$ cat src/rtl/pe_pkg.sv
// pe_pkg: shared defaults, saturation limits and parameter checks for the
// pe_acc multiply-accumulate processing element.
package pe_pkg;

  localparam int PE_BIT_WIDTH = 8;
  localparam int PE_ACC_WIDTH = 24;
  localparam int PE_MUL_LAT   = 3;

  // Largest accumulator value, returned wide and sliced by the caller.
  function automatic logic [63:0] acc_max(input int aw, input bit sgn);
    acc_max = sgn ? ((64'd1 << (aw - 1)) - 64'd1) : ((64'd1 << aw) - 64'd1);
  endfunction

  // Smallest accumulator value; low aw bits form the two's-complement minimum.
  function automatic logic [63:0] acc_min(input int aw, input bit sgn);
    acc_min = sgn ? ~((64'd1 << (aw - 1)) - 64'd1) : 64'd0;
  endfunction

  // Accumulator must hold a full product; multiplier needs at least one stage.
  function automatic bit cfg_ok(input int bw, input int aw, input int ml);
    cfg_ok = (bw >= 1) && (aw >= 2 * bw) && (aw <= 63) && (ml >= 1);
  endfunction

endpackage

$ cat src/rtl/pe_mul.sv
// pe_mul: pipelined BIT_WIDTH x BIT_WIDTH multiplier with clock enable.
// MUL_LAT register stages; a valid bit and a generic sideband ride alongside.
module pe_mul import pe_pkg::*; #(
  parameter int BIT_WIDTH = PE_BIT_WIDTH,
  parameter int MUL_LAT   = PE_MUL_LAT,
  parameter bit SIGNED    = 1'b1,
  parameter int SB_W      = 2
)(
  input  logic                   clk,
  input  logic                   rst,
  input  logic                   i_en,
  input  logic                   i_vld,
  input  logic [BIT_WIDTH-1:0]   i_a,
  input  logic [BIT_WIDTH-1:0]   i_b,
  input  logic [SB_W-1:0]        i_sb,
  output logic                   o_vld,
  output logic [2*BIT_WIDTH-1:0] o_p,
  output logic [SB_W-1:0]        o_sb
);
  localparam int PW = 2 * BIT_WIDTH;

  logic [PW-1:0]               w_a, w_b, w_prod;
  logic [MUL_LAT:1]            r_vld_pipe;
  logic [MUL_LAT:1][PW-1:0]    r_p;
  logic [MUL_LAT:1][SB_W-1:0]  r_sb;

  // Extend to product width first so the low PW bits are exact either way.
  assign w_a    = SIGNED ? {{BIT_WIDTH{i_a[BIT_WIDTH-1]}}, i_a} : {{BIT_WIDTH{1'b0}}, i_a};
  assign w_b    = SIGNED ? {{BIT_WIDTH{i_b[BIT_WIDTH-1]}}, i_b} : {{BIT_WIDTH{1'b0}}, i_b};
  assign w_prod = w_a * w_b;

  // Product and sideband shift register; frozen when i_en is low.
  always_ff @(posedge clk or negedge rst) begin
    if (!rst) begin
      r_vld_pipe <= '0;
      r_p        <= '0;
      r_sb       <= '0;
    end else if (i_en) begin
      r_vld_pipe[1] <= i_vld;
      r_p[1]        <= w_prod;
      r_sb[1]       <= i_sb;
      for (int s = 2; s <= MUL_LAT; s++) begin
        r_vld_pipe[s] <= r_vld_pipe[s-1];
        r_p[s]        <= r_p[s-1];
        r_sb[s]       <= r_sb[s-1];
      end
    end
  end

  assign o_vld = r_vld_pipe[MUL_LAT];
  assign o_p   = r_p[MUL_LAT];
  assign o_sb  = r_sb[MUL_LAT];

endmodule

$ cat src/rtl/pe_acc.sv
// pe_acc: multiply-accumulate PE. Beats grouped by first/last flags; one
// registered partial sum per group, held under downstream back-pressure.
// Optional clamping of every accumulate step is built when PE_SAT_EN is defined.
module pe_acc import pe_pkg::*; #(
  parameter int BIT_WIDTH = PE_BIT_WIDTH,
  parameter int ACC_WIDTH = PE_ACC_WIDTH,
  parameter int MUL_LAT   = PE_MUL_LAT,
  parameter bit SIGNED    = 1'b1
)(
  input  logic                 clk,
  input  logic                 rst,
  input  logic [BIT_WIDTH-1:0] i_data,
  input  logic [BIT_WIDTH-1:0] i_weight,
  input  logic [ACC_WIDTH-1:0] i_psum,
  input  logic                 i_first,
  input  logic                 i_last,
  input  logic                 i_vld,
  output logic                 o_rdy,
  output logic [ACC_WIDTH-1:0] o_psum,
  output logic                 o_psum_vld,
  input  logic                 i_psum_rdy,
  output logic                 o_sat
);
  localparam int PW = 2 * BIT_WIDTH;

  if (!cfg_ok(BIT_WIDTH, ACC_WIDTH, MUL_LAT)) begin : g_bad_cfg
    $error("pe_acc: need ACC_WIDTH >= 2*BIT_WIDTH and MUL_LAT >= 1");
  end

  logic                 w_en;
  logic                 r_vld1, r_first, r_last;
  logic [BIT_WIDTH-1:0] r_data, r_weight;
  logic [ACC_WIDTH-1:0] r_seed;
  logic                 w_mvld, w_first, w_last;
  logic [PW-1:0]        w_prod;
  logic [ACC_WIDTH+1:0] w_msb;
  logic [ACC_WIDTH-1:0] w_seed, w_base, w_pext, w_res;
  logic [ACC_WIDTH-1:0] r_acc, r_psum;
  logic                 r_psum_vld;

  // The whole pipeline advances only when the output slot can move.
  assign w_en  = !(r_psum_vld && !i_psum_rdy);
  assign o_rdy = w_en;

  // Operand capture stage.
  always_ff @(posedge clk or negedge rst) begin
    if (!rst) begin
      r_vld1   <= 1'b0;
      r_first  <= 1'b0;
      r_last   <= 1'b0;
      r_data   <= '0;
      r_weight <= '0;
      r_seed   <= '0;
    end else if (w_en) begin
      r_vld1   <= i_vld;
      r_first  <= i_first;
      r_last   <= i_last;
      r_data   <= i_data;
      r_weight <= i_weight;
      r_seed   <= i_psum;
    end
  end

  pe_mul #(
    .BIT_WIDTH (BIT_WIDTH),
    .MUL_LAT   (MUL_LAT),
    .SIGNED    (SIGNED),
    .SB_W      (ACC_WIDTH + 2)
  ) u_mul (
    .clk   (clk),
    .rst   (rst),
    .i_en  (w_en),
    .i_vld (r_vld1),
    .i_a   (r_data),
    .i_b   (r_weight),
    .i_sb  ({r_first, r_last, r_seed}),
    .o_vld (w_mvld),
    .o_p   (w_prod),
    .o_sb  (w_msb)
  );

  assign {w_first, w_last, w_seed} = w_msb;

  // Product extended to accumulator width per signedness.
  if (ACC_WIDTH > PW) begin : g_ext
    assign w_pext = {{(ACC_WIDTH-PW){SIGNED && w_prod[PW-1]}}, w_prod};
  end else begin : g_noext
    assign w_pext = w_prod;
  end

  // A first beat restarts from the seed, discarding any open partial.
  assign w_base = w_first ? w_seed : r_acc;

`ifdef PE_SAT_EN
  localparam logic [ACC_WIDTH-1:0] ACC_MAX = ACC_WIDTH'(acc_max(ACC_WIDTH, SIGNED));
  localparam logic [ACC_WIDTH-1:0] ACC_MIN = ACC_WIDTH'(acc_min(ACC_WIDTH, SIGNED));

  logic [ACC_WIDTH:0] w_sum;
  logic               w_ovf, w_stk, r_stk, r_sat;

  // One extra bit exposes overflow; clamp toward the side it overflowed.
  always_comb begin
    if (SIGNED) begin
      w_sum = {w_base[ACC_WIDTH-1], w_base} + {w_pext[ACC_WIDTH-1], w_pext};
      w_ovf = w_sum[ACC_WIDTH] ^ w_sum[ACC_WIDTH-1];
    end else begin
      w_sum = {1'b0, w_base} + {1'b0, w_pext};
      w_ovf = w_sum[ACC_WIDTH];
    end
    w_res = w_sum[ACC_WIDTH-1:0];
    if (w_ovf) w_res = (SIGNED && w_sum[ACC_WIDTH]) ? ACC_MIN : ACC_MAX;
    w_stk = (w_first ? 1'b0 : r_stk) | w_ovf;
  end

  // Sticky per-group clamp flag, published with the group result.
  always_ff @(posedge clk or negedge rst) begin
    if (!rst) begin
      r_stk <= 1'b0;
      r_sat <= 1'b0;
    end else if (w_en && w_mvld) begin
      if (w_last) begin
        r_sat <= w_stk;
        r_stk <= 1'b0;
      end else begin
        r_stk <= w_stk;
      end
    end
  end

  assign o_sat = r_sat;
`else
  assign w_res = w_base + w_pext;
  assign o_sat = 1'b0;
`endif

  // Accumulator and output register; a handshake with no new last drops valid.
  always_ff @(posedge clk or negedge rst) begin
    if (!rst) begin
      r_acc      <= '0;
      r_psum     <= '0;
      r_psum_vld <= 1'b0;
    end else if (w_en) begin
      r_psum_vld <= w_mvld && w_last;
      if (w_mvld) begin
        if (w_last) begin
          r_psum <= w_res;
          r_acc  <= '0;
        end else begin
          r_acc  <= w_res;
        end
      end
    end
  end

  assign o_psum     = r_psum;
  assign o_psum_vld = r_psum_vld;

endmodule

$ cat config.mk
export PLATFORM = sky130hd
export DESIGN_NAME = pe_acc
export DESIGN_NICKNAME = d
export VERILOG_FILES = /design/src/rtl/pe_pkg.sv /design/src/rtl/pe_mul.sv /design/src/rtl/pe_acc.sv
export SDC_FILE = /design/constraint.sdc
export NUM_CORES = 1
export LEC_CHECK = 0
export ABC_AREA = 1
export ABC_CLOCK_PERIOD_IN_PS = 10000
export BUFFER_PORTS_ARGS = -buffer_cell sky130_fd_sc_hd__buf_2
export CAP_MARGIN = 10
export CORE_ASPECT_RATIO = 1.5
export CORE_MARGIN = 2
export CORE_UTILIZATION = 26
export DETAILED_ROUTE_END_ITERATION = 8
export SETUP_SLACK_MARGIN = 0.5
export SKIP_LAST_GASP = 1
export SLEW_MARGIN = 20
export SYNTH_ARGS = -nofsm -noshare
export SYNTH_HDL_FRONTEND = slang
export SYNTH_SLANG_ARGS = --single-unit
$ cat constraint.sdc
create_clock -name clk -period 10 [get_ports clk]
set_input_delay 0.5 -clock clk [delete_from_list [all_inputs] [get_ports clk]]
set_output_delay 0.5 -clock clk [all_outputs]
set_load 0.05 [all_outputs]
==> impl_metrics.json <==
{
  "ys_types": 30,
  "synth_edf_count": 0,
  "synth_nets": 1844,
  "critical-path-max-stage-delay_ns": 0.63,
  "synth.most_common_cell": "nand2_1",
  "finalHoldViolations": 25,
  "crit_required_ns": 10.39,
  "status": "finished, violations left",
  "die_y_um": 277,
  "async_flop_share_pct": 100,
  "grt-ovfl-total": 0,
  "final_nets": 1881,
  "worst-setup-path-type": "reg2reg",
  "vias_per_cell": 4.25,
  "finalInstanceArea_um2": 14600,
  "start_kind": "flip-flop",
  "avgSynthCellArea_um2": 7.64,
  "slew_violations": 0,
  "htree_levels": 1,
  "skew_ns": 0.0164,
  "cts_setup_buffers": 0,
  "yosysTopAreaCell": "dfrtp_1",
  "synth_cells": 1690,
  "synth_flop_cell": "dfrtp_1",
  "clock_latency_ns": 0.54,
  "violations": "hold timing",
  "whs_ns": -0.0558,
  "critical-path-slowest-cell": "fa_1",
  "worst_pin_slew_ns": 1.12,
  "grt_max_degree": 98,
  "core_um2": 49300,
  "cts_tree": "built",
  "start_util_pct": 26.2,
  "antennaDiodeCount": 0,
  "fmax_mhz": 223,
  "final-setup-viol-count": 0,
  "crit_chain": "nand2_1 > inv_1 > fa_1 > inv_1 > fa_1 > inv_1 > fa_1 > inv_1 > fa_1 > inv_1 > ha_1 > nand2_1 > nor2_1 > nand3_1 > nand3_1 > nand2_1 > nand3_1 > o21ai_0",
  "gr-usage-all-layers_pct": 12.4,
  "io_pins": 73,
  "crit_fanout": 9,
  "antenna_found_initial": 0,
  "drc_errors": 0,
  "die_w_um": 186,
  "max_cap_viol_count": 0,
  "routedWlPerCell_um": 12.9,
  "netlist_area_um2": 12900,
  "hp-class": "in2async",
  "cts_hold_buffers": 0,
  "yosys-top-cells-area": "dfrtp_1, nand2_1, fa_1, inv_1, ha_1",
  "clk_pin_slew_worst_paths_ns": 0.06,
  "cts_buffers": 24,
  "ys_ff_latch": 221,
  "rows": 100,
  "root_buffer": "clkbuf_16",
  "dr.first_iter.drc_count": 477,
  "grt_pass1_wl_um": 51700,
  "ys_seq_area_share_pct": 42.8,
  "place.port_buffers": 71,
  "ys_warn_count": 0,
  "netlist.area_leader.share_pct": 42.8,
  "yosys-top-cells-count": "nand2_1, inv_1, dfrtp_1, o21ai_0, nand3_1",
  "arrival_ns": 4.88,
  "cpMostUsedCell": "inv_1",
  "finalWeightedCongestion": 0.888,
  "grt_pass1_vias": 10400,
  "crit_path_end_kind": "flip-flop",
  "hpwlAfterDp_um": 23400,
  "area_delta_synth_final_pct": 13.2,
  "rsz0062_at_grt": "no",
  "placed_area_um2": 13900,
  "drt-pass1-iter-count": 5,
  "post_cts_resized": 0,
  "clk_path_buf_depth": 3,
  "vias": 10200,
  "dieArea_um2": 51500,
  "period_needed_ns": 4.49,
  "cts.sinks": 221,
  "post-route-period-util_pct": 44.9,
  "antenna_left": 0,
  "slew_headroom_pct": 25.4,
  "wirelength_um": 30900,
  "final_layout_size_suffix_gt1_share_pct": 7.41,
  "fin_tns_setup_ns": 0
}
[per-layer routing]
layer,part of all wire [%],up-vias,GRT usage (%)
li1,-,5152,-
met1,42,4818,14.8
met2,51,184,22.3
met3,3.1,62,1.24
met4,3.4,0,4.97
met5,0,-,0
[stage by stage]
| stage | util [%] | instances | setup slack (ns) |
|---|---|---|---|
| 2_1_floorplan | - | 1690 | 5.81 |
| 3_3_place_gp | 28.1 | 2364 | 5.58 |
| 3_5_place_dp | 28.1 | 2364 | 5.47 |
| 4_1_cts | 29.6 | 2404 | 5.48 |
| 5_1_grt | 29.6 | 2404 | 5.18 |
| 6_report | 29.6 | 2404 | 5.51 |
[cell type report]
class	instances	area [um2]
inverters	275	1030
multi-input cells	1127	6060
clock buffers	36	686
flip-flops and latches	221	5530
well taps	663	830
repair buffers	78	418
fillers	5392	34700
clock inverters	4	62.6
[sequential cells by signal, indices dropped and copies added (netlist names)]
name / cells
u_mul.r_p: 32
u_mul.o_sb: 26
r_last: 1
r_data: 8
r_vld1: 1
o_psum: 24
o_psum_vld: 1
r_weight: 8
r_acc: 24
u_mul.r_sb: 52
r_first: 1
r_seed: 24
u_mul.r_vld_pipe: 3
u_mul.o_p: 16
[worst max-delay path: cells and delay by family (launching register included)]
family / cells / cell delay, ns
AOI/OAI and AO/OA: 1 / 0.09
adders and majority gates: 5 / 2.57
buffers and inverters: 5 / 0.39
DFF: 1 / 0.48
and+or+nand+nor: 7 / 0.81
[path summary, 6_finish.rpt]
| path | start | endpoint | slack (ns) | cells after the start |
|---|---|---|---|---|
| setup / recovery | r_weight[2] | u_mul.r_p[14] | 5.51 | 18 |
| hold / removal | rst | u_mul.r_sb[45] | -0.06 | 1 |
| setup reg to reg | r_weight[2] | u_mul.r_p[14] | 5.51 | 18 |
| hold reg to reg | u_mul.r_p[27] | u_mul.o_p[11] | 0.45 | 2 |
| max in group asynchronous | rst | u_mul.r_p[29] | 8.58 | 2 |
| min in group clk | i_psum[19] | r_seed[19] | 0.16 | 3 |
[cells in the final DEF (no fill, tap or decap), drive strengths merged]
cell type	netlist	routed
nor2	43	43
ha	52	52
clkinvlp	0	1
conb	1	1
a21o	1	1
o22ai	4	4
fa	56	56
bufinv	0	1
a21oi	19	19
nand3b	9	9
xor2	3	3
nand4	8	8
o21ai	114	114
nand2	730	730
xnor2	9	9
clkinv	0	2
or2	4	4
buf	30	78
inv	275	275
nor3	2	2
o21a	1	1
nand3	71	71
clkbuf	37	36
dfrtp	221	221
[cells by family (layout without fill, tap and decap cells)]
kind of cell               after synthesis  in the layout  synth area share (%)
adders and majority gates              108            108                  13.7
and+or+nand+nor                        867            867                  26.9
other                                    1              1                0.0290
xor gates and xnor gates                12             12                 0.814
DFF                                    221            221                  42.8
AOI/OAI and AO/OA                      139            139                  5.47
buffers and inverters                  342            393                  10.3
Power is not shown: default switching activity piles up to over one toggle a cycle in this logic, so the estimate is an artifact.
